--- config.mk ---
export PLATFORM = sky130hd
export DESIGN_NAME = read_src_fsm
export DESIGN_NICKNAME = d
export VERILOG_FILES = /design/src/rtl/dma_pkg.sv /design/src/rtl/dma_perf_cntr.sv /design/src/rtl/read_src_fsm.sv
export SDC_FILE = /design/constraint.sdc
export NUM_CORES = 1
export LEC_CHECK = 0
export BUFFER_PORTS_ARGS = -buffer_cell sky130_fd_sc_hd__buf_4
export CORE_AREA = 2 2 760 762
export CTS_CLUSTER_DIAMETER = 50
export DETAILED_ROUTE_END_ITERATION = 10
export DIE_AREA = 0 0 762 764
export MAX_ROUTING_LAYER = met4
export PLACE_DENSITY_LB_ADDON = 0.08
export SKIP_CTS_REPAIR_TIMING = 1
export SYNTH_ARGS = -nofsm -noshare
export SYNTH_HDL_FRONTEND = slang
export SYNTH_SLANG_ARGS = --single-unit
--- constraint.sdc ---
create_clock -name clk -period 2.4 [get_ports clk]
set_input_delay 0.24 -clock clk [delete_from_list [all_inputs] [get_ports clk]]
set_output_delay 0.24 -clock clk [all_outputs]
set_load 0.02 [all_outputs]
--- src/rtl/dma_pkg.sv ---
// dma_pkg: shared types and constants for the DMA data path.
//   - descriptor / CSR control / CSR status records used by the read engine
//   - AXI address-channel payload record and response/burst encodings
//   - one-hot state constants of the source read engine
package dma_pkg;

    localparam int ADDR_W      = 64;
    localparam int LENGTH_W    = 16;
    localparam int PERF_CNTR_W = 32;
    localparam int AXI_ID_W    = 4;

    localparam logic [1:0] RESP_OKAY   = 2'b00;
    localparam logic [1:0] RESP_EXOKAY = 2'b01;
    localparam logic [1:0] RESP_SLVERR = 2'b10;
    localparam logic [1:0] RESP_DECERR = 2'b11;
    localparam logic [1:0] BURST_INCR  = 2'b01;

    // Read engine states, one-hot; the vector itself is reported as rd_state.
    localparam logic [3:0] ST_IDLE           = 4'b0001;
    localparam logic [3:0] ST_ADDR_SETUP     = 4'b0010;
    localparam logic [3:0] ST_RD_SRC_WR_FIFO = 4'b0100;
    localparam logic [3:0] ST_ERROR          = 4'b1000;

    typedef struct packed {
        logic go;
    } t_dma_descriptor_control;

    typedef struct packed {
        logic [ADDR_W-1:0]       src_addr;
        logic [LENGTH_W-1:0]     length;      // in beats
        t_dma_descriptor_control descriptor_control;
    } t_dma_descriptor;

    typedef struct packed {
        logic reset_dispatcher;
    } t_dma_csr_control;

    typedef struct packed {
        logic [3:0]             rd_state;
        logic                   busy;
        logic                   rd_rsp_err;
        logic                   stopped_on_error;
        logic [PERF_CNTR_W-1:0] rd_src_clk_cnt;
        logic [PERF_CNTR_W-1:0] rd_src_valid_cnt;
    } t_dma_csr_status;

    typedef struct packed {
        logic [AXI_ID_W-1:0] id;
        logic [ADDR_W-1:0]   addr;
        logic [7:0]          len;
        logic [2:0]          size;
        logic [1:0]          burst;
    } t_axi_ax;

    // SLVERR and DECERR both have the upper response bit set.
    function automatic logic resp_is_err(input logic [1:0] resp);
        return resp[1];
    endfunction

endpackage

--- src/rtl/dma_perf_cntr.sv ---
// dma_perf_cntr: saturating performance counter shared by the DMA engines.
//   clk, reset_n : clock, asynchronous active-low reset
//   clear        : synchronous clear (wins over enable)
//   en           : count one per enabled cycle, sticking at all-ones
//   cnt          : current count
module dma_perf_cntr #(
    parameter int W = 32
) (
    input  logic         clk,
    input  logic         reset_n,
    input  logic         clear,
    input  logic         en,
    output logic [W-1:0] cnt
);

    function automatic logic [W-1:0] sat_inc(input logic [W-1:0] v);
        return (&v) ? v : v + W'(1);
    endfunction

    always_ff @(posedge clk or negedge reset_n) begin
        if (!reset_n) begin
            cnt <= '0;
        end else if (clear) begin
            cnt <= '0;
        end else if (en) begin
            cnt <= sat_inc(cnt);
        end
    end

endmodule

--- src/rtl/read_src_fsm.sv ---
// read_src_fsm: source-side read engine of the DMA data path.
// On a go descriptor it issues one AXI INCR read burst and streams every
// returned R beat straight into the shared data FIFO.
//   descriptor / descriptor_fifo_not_empty : next transfer request
//   csr_control.reset_dispatcher           : leaves ERROR
//   rd_fsm_done                            : one-cycle pulse per clean burst
//   rd_src_status                          : state, flags, perf counters
//   src_mem_*                              : AXI source port (AR/R used, AW/W/B tied off)
//   wr_fifo_*                              : data FIFO write side
module read_src_fsm
    import dma_pkg::*;
#(
    parameter int DATA_W = 512
) (
    input  logic                   clk,
    input  logic                   reset_n,
    input  logic                   descriptor_fifo_not_empty,
    input  t_dma_descriptor        descriptor,
    input  t_dma_csr_control       csr_control,
    output logic                   rd_fsm_done,
    output t_dma_csr_status        rd_src_status,
    output logic                   src_mem_arvalid,
    input  logic                   src_mem_arready,
    output t_axi_ax                src_mem_ar,
    input  logic                   src_mem_rvalid,
    output logic                   src_mem_rready,
    input  logic [DATA_W-1:0]      src_mem_rdata,
    input  logic [1:0]             src_mem_rresp,
    input  logic                   src_mem_rlast,
    input  logic [AXI_ID_W-1:0]    src_mem_rid,
    output logic                   src_mem_awvalid,
    input  logic                   src_mem_awready,
    output t_axi_ax                src_mem_aw,
    output logic                   src_mem_wvalid,
    input  logic                   src_mem_wready,
    output logic [DATA_W-1:0]      src_mem_wdata,
    output logic [DATA_W/8-1:0]    src_mem_wstrb,
    output logic                   src_mem_wlast,
    input  logic                   src_mem_bvalid,
    output logic                   src_mem_bready,
    input  logic [1:0]             src_mem_bresp,
    input  logic [AXI_ID_W-1:0]    src_mem_bid,
    output logic                   wr_fifo_wr_en,
    output logic [DATA_W-1:0]      wr_fifo_wr_data,
    input  logic                   wr_fifo_almost_full
);

    localparam logic [2:0] AR_SIZE = 3'($clog2(DATA_W/8));

    logic [3:0]             state, state_nxt;
    logic [LENGTH_W-1:0]    length_q, beat_cnt;
    logic                   rd_rsp_err_q;
    logic                   go_seen, enter_addr, beat_acc, beat_is_final;
    logic [PERF_CNTR_W-1:0] clk_cnt, valid_cnt;
    logic                   unused_inputs;

    assign go_seen       = descriptor.descriptor_control.go & descriptor_fifo_not_empty;
    assign enter_addr    = (state == ST_IDLE) && (state_nxt == ST_ADDR_SETUP);
    assign beat_acc      = src_mem_rvalid & src_mem_rready;
    assign beat_is_final = (beat_cnt == length_q - LENGTH_W'(1));

    // ERROR keeps rready high so stray beats of an aborted burst drain away.
    always_comb begin
        src_mem_rready = 1'b0;
        case (state)
            ST_RD_SRC_WR_FIFO: src_mem_rready = !wr_fifo_almost_full;
            ST_ERROR:          src_mem_rready = 1'b1;
            default:           src_mem_rready = 1'b0;
        endcase
    end

    // Zero-latency R -> FIFO path; drained beats in ERROR are not written.
    assign wr_fifo_wr_en   = beat_acc && (state == ST_RD_SRC_WR_FIFO);
    assign wr_fifo_wr_data = src_mem_rdata;

    always_comb begin
        state_nxt = state;
        case (state)
            ST_IDLE: begin
                if (go_seen) begin
                    state_nxt = (descriptor.length != '0) ? ST_ADDR_SETUP : ST_ERROR;
                end
            end
            ST_ADDR_SETUP: begin
                if (src_mem_arvalid && src_mem_arready) begin
                    state_nxt = ST_RD_SRC_WR_FIFO;
                end
            end
            ST_RD_SRC_WR_FIFO: begin
                if (beat_acc) begin
                    if (resp_is_err(src_mem_rresp)) begin
                        state_nxt = ST_ERROR;
                    end else if (src_mem_rlast && beat_is_final) begin
                        state_nxt = ST_IDLE;
                    end else if (src_mem_rlast || beat_is_final) begin
                        // Burst length disagrees with the descriptor.
                        state_nxt = ST_ERROR;
                    end
                end
            end
            ST_ERROR: begin
                if (csr_control.reset_dispatcher) begin
                    state_nxt = ST_IDLE;
                end
            end
            default: state_nxt = ST_IDLE;
        endcase
    end

    always_ff @(posedge clk or negedge reset_n) begin
        if (!reset_n) begin
            state           <= ST_IDLE;
            src_mem_arvalid <= 1'b0;
            src_mem_ar      <= '0;
            length_q        <= '0;
            beat_cnt        <= '0;
            rd_rsp_err_q    <= 1'b0;
            rd_fsm_done     <= 1'b0;
        end else begin
            state       <= state_nxt;
            rd_fsm_done <= (state == ST_RD_SRC_WR_FIFO) && (state_nxt == ST_IDLE);

            // AR payload is loaded once and held until the handshake.
            if (enter_addr) begin
                src_mem_arvalid  <= 1'b1;
                src_mem_ar.id    <= '0;
                src_mem_ar.addr  <= descriptor.src_addr;
                src_mem_ar.len   <= 8'(descriptor.length - LENGTH_W'(1));
                src_mem_ar.size  <= AR_SIZE;
                src_mem_ar.burst <= BURST_INCR;
                length_q         <= descriptor.length;
            end else if (src_mem_arvalid && src_mem_arready) begin
                src_mem_arvalid <= 1'b0;
            end

            if (enter_addr) begin
                beat_cnt <= '0;
            end else if (wr_fifo_wr_en) begin
                beat_cnt <= beat_cnt + LENGTH_W'(1);
            end

            // A zero-length descriptor enters ERROR without a response error.
            if ((state == ST_RD_SRC_WR_FIFO) && (state_nxt == ST_ERROR)) begin
                rd_rsp_err_q <= 1'b1;
            end else if ((state == ST_ERROR) && (state_nxt == ST_IDLE)) begin
                rd_rsp_err_q <= 1'b0;
            end
        end
    end

    dma_perf_cntr #(.W(PERF_CNTR_W)) u_clk_cntr (
        .clk     (clk),
        .reset_n (reset_n),
        .clear   (enter_addr),
        .en      (state == ST_RD_SRC_WR_FIFO),
        .cnt     (clk_cnt)
    );

    dma_perf_cntr #(.W(PERF_CNTR_W)) u_valid_cntr (
        .clk     (clk),
        .reset_n (reset_n),
        .clear   (enter_addr),
        .en      (wr_fifo_wr_en),
        .cnt     (valid_cnt)
    );

    assign rd_src_status.rd_state         = state;
    assign rd_src_status.busy             = (state == ST_ADDR_SETUP) || (state == ST_RD_SRC_WR_FIFO);
    assign rd_src_status.rd_rsp_err       = rd_rsp_err_q;
    assign rd_src_status.stopped_on_error = (state == ST_ERROR);
    assign rd_src_status.rd_src_clk_cnt   = clk_cnt;
    assign rd_src_status.rd_src_valid_cnt = valid_cnt;

    // Write side of the source port is never used by this engine.
    assign src_mem_awvalid = 1'b0;
    assign src_mem_aw      = '0;
    assign src_mem_wvalid  = 1'b0;
    assign src_mem_wdata   = '0;
    assign src_mem_wstrb   = '0;
    assign src_mem_wlast   = 1'b0;
    assign src_mem_bready  = 1'b1;

    assign unused_inputs = &{1'b0, src_mem_rid, src_mem_awready, src_mem_wready,
                             src_mem_bvalid, src_mem_bresp, src_mem_bid};

endmodule

==> results_dict.tcl <==
set metrics [dict create \
    grt_use_met3 0.0942 \
    clock_skew_ps 33.9 \
    slew-limit-headroom 0.568 \
    ant_nets 0 \
    max_slew.worst_pin.slew_ps 646 \
    rsz0062_at_grt "yes" \
    grt_pass1_vias 10600 \
    antenna_found_initial 15 \
    slowest_cell_on_the_critical_path "sky130_fd_sc_hd__or4_4" \
    startpoint "length_q[0]" \
    max_cap_viols 0 \
    crit_path_end_kind "flip-flop" \
    worstReg2RegEnd "state[0]" \
    fillerInstances 68300 \
    clock_tree.root_cell "sky130_fd_sc_hd__clkbuf_16" \
    cell_internal_pwr_uw 6460 \
    max_stage_delay_ps 610 \
    area_delta_synth_final_pct 45.7 \
    status "finished with violations" \
    netlist_area_um2 17200 \
    worst_r2r_path_depth 9 \
    critPathRequiredTime_ps 2940 \
    totalPowerFinal_uw 11300 \
    swShare 0.428 \
    setup.worst_path.start_class "flip-flop" \
    gp_congestion 0.629 \
    yosys_warnings 0 \
    r2r_slack_ps -250 \
    yosysMostFrequentCell "sky130_fd_sc_hd__buf_4" \
    clock_power_share 0.341 \
    overflow 0 \
    avgSynthCellArea_um2 8.16 \
    cts_tree "done" \
    setup-violations-final 11 \
    port-buffer-count 239 \
    dp_hpwl_um 173000 \
    die_x_um 762 \
    residual_drc 0 \
    crit_chain "or4_4 -> or2_4 -> a2111oi_4 -> o211ai_1 -> buf_4 -> or2_4 -> nor4_4 -> buf_4 -> o21bai_1" \
    power_per_cell_area_nw_per_um2 451 \
    core_area_um2 575000 \
    final-max-slew-violation-count 0 \
    grt_usage 0.0647 \
    maximum_fanout_along_the_worst_path 6 \
    wire_length_of_the_first_global_routing_pass_um 216000 \
    hold_viol_final 0 \
    post-synth-top-area-fraction 0.516 \
    max_freq_ghz 0.378 \
    route.detailed.vias_per_inst 1.17 \
    layout-drive-gt1-share 0.225 \
    floorplan.initialDensity 0.0299 \
    grt_util_met1 0.0266 \
    detailroute.via_count 11300 \
    min-delay-path-class "in -> reg" \
    clock_sink_count 176 \
    drtIter0Drc 344 \
    grt_max_degree 53 \
    crit-reg2reg-launch "length_q[0]" \
    grt_most_used_layer "met2" \
    timing.critical_path.arrival_ps 3190 \
    floorplan.die.height_um 764 \
    netSwitchingPower_uw 4830 \
    hp-start "src_mem_rvalid" \
    max-clock-path-buffers 3 \
    drt_pre_antenna_iters 7 \
    asyncSetResetFlopFracSynth 1.00 \
    failing_checks "negative setup slack" \
    synth_top_area_cell "sky130_fd_sc_hd__buf_4" \
    hold_path_depth 4 \
    ios 1945 \
    detail_route.wirelength_um 192000 \
    drt-wirelength-per-cell_um 19.9 \
    number_of_cells_produced_by_synthesis 2109 \
    period_share 1.10 \
    finalWorstSetupSlack_ps -247 \
    ys_top_cells_by_area "sky130_fd_sc_hd__buf_4 52%, sky130_fd_sc_hd__dfrtp_1 25%, sky130_fd_sc_hd__nand2_1 6.3%" \
    std_cell_rows 279 \
    worst_setup_hold_path_clk_slew_ps 90 \
    cts_htree_levels 4 \
    power.leakage_uw 0.00886 \
    ffs_latches_synth 176 \
    seqPwrFrac 0.320 \
    count_of_flip_flops_with_a_built_in_enable_after_synthesis 0 \
    synth_seq_area_share 0.256 \
    synth.top_cells.by_count "1182 x sky130_fd_sc_hd__buf_4, 290 x sky130_fd_sc_hd__nand2_1, 175 x sky130_fd_sc_hd__dfrtp_1" \
    ir_worst_vdd_uv 391 \
    final_nets 2671 \
    synth_flop_cell "sky130_fd_sc_hd__dfrtp_1" \
    worst_skew_pair.late_latency_ps 610 \
    power.share.combinational 0.339 \
    period_minus_slack_ps 2650 \
    grtUsageMet2 0.0985 \
    worst_hold_path.endpoint "state[2]" \
    synth.distinct_cells 57 \
    die-area_um2 582000 \
    tns_ps -1300 \
    cts_buffers 25 \
    worst_setup_path_category "reg -> reg" \
]
==> layout by cell type (no fill, tap or decap), types with 5 or more instances in the layout <==
cell	netlist	final
sky130_fd_sc_hd__a21oi_1	12	12
sky130_fd_sc_hd__and2_1	6	6
sky130_fd_sc_hd__and3_1	12	12
sky130_fd_sc_hd__and4_1	9	8
sky130_fd_sc_hd__buf_12	0	16
sky130_fd_sc_hd__buf_4	1182	363
sky130_fd_sc_hd__clkbuf_16	0	25
sky130_fd_sc_hd__conb_1	2	667
sky130_fd_sc_hd__dfrtp_1	175	175
sky130_fd_sc_hd__diode_2	0	14
sky130_fd_sc_hd__dlygate4sd3_1	0	81
sky130_fd_sc_hd__inv_1	11	9
sky130_fd_sc_hd__nand2_1	290	290
sky130_fd_sc_hd__nand3_1	30	30
sky130_fd_sc_hd__nand4_1	26	26
sky130_fd_sc_hd__nor2_1	97	94
sky130_fd_sc_hd__nor2b_1	5	5
sky130_fd_sc_hd__nor3_1	19	13
sky130_fd_sc_hd__nor3_2	0	5
sky130_fd_sc_hd__o21ai_0	24	22
sky130_fd_sc_hd__xnor2_1	37	36
sky130_fd_sc_hd__xor2_1	58	58
==> critical path, delay by kind of cell (launching register included) <==
family	cells	cell delay, ps
AO/OA/AOI/OAI	3	430
buffers and inverters	2	330
flip-flops	1	400
AND/OR/NAND/NOR	4	1430
==> area by class of cell <==
type                    count  area [µm²]  area share
well taps                7587        9490       0.379
repair buffers            465        3920       0.156
diodes                     14        35.0     0.00140
clock buffers              26         629      0.0251
flip-flops and latches    176        4410       0.176
inverters                  12        45.0     0.00180
multi-input cells        1370        6510       0.260
clock inverters             5        35.0     0.00140
==> how the worst max path moves through the flow <==
stage | slack, ps | cells past startpoint | to
floorplan | 5 | 7 | state[0]
global placement | -1760 | 10 | src_mem_ar[52]
detailed placement | -630 | 7 | rd_rsp_err_q
CTS | -710 | 5 | src_mem_rready
global route | -370 | 9 | state[0]
finish | -250 | 9 | state[0]
==> power groups by stage <==
stage	logic [µW]	registers [µW]	clock network, µW
6_report	3830	3610	3850
4_1_cts	3670	3630	4350
5_1_grt	4190	3680	4300
3_5_place_dp	3670	3680	0
3_3_place_gp	3710	3680	0
2_1_floorplan	3710	4020	0
==> per-stage QoR <==
stage	setup WS, ps	hold WS, ps	utilization	area [µm²]	instances
final	-247	12.8	0.0436	25100	9655
after global routing	-374	7.68	0.0436	25100	9653
after CTS	-708	-511	0.0417	23900	9554
after detailed placement	-633	187	0.0405	23300	9523
after global placement	-1760	188	0.0405	23300	9522
after floorplan	5.01	-55.6	-	19700	2774
==> metal layers <==
metal  wire [µm]  up-vias
met3       61300      378
met2       85800     1351
li1            -     4656
met5           0        -
met1       29100     4938
met4       15800        0
==> registers in the layout, indices dropped and copies added, names as in the netlist <==
signal	count
src_mem_ar	73
state	4
u_valid_cntr.cnt	32
length_q	16
src_mem_arvalid	1
rd_fsm_done	1
u_clk_cntr.cnt	32
beat_cnt	16
rd_rsp_err_q	1
==> cell families after synthesis <==
group                      synth area share
and+or+nand+nor                       0.139
muxes                               0.00175
DFF                                   0.256
buffers and inverters                 0.526
AOI/OAI and AO/OA                    0.0246
xor gates and xnor gates             0.0484
adders and majority gates           0.00364
other                              0.000437
Power figures use the tool's default switching activity.
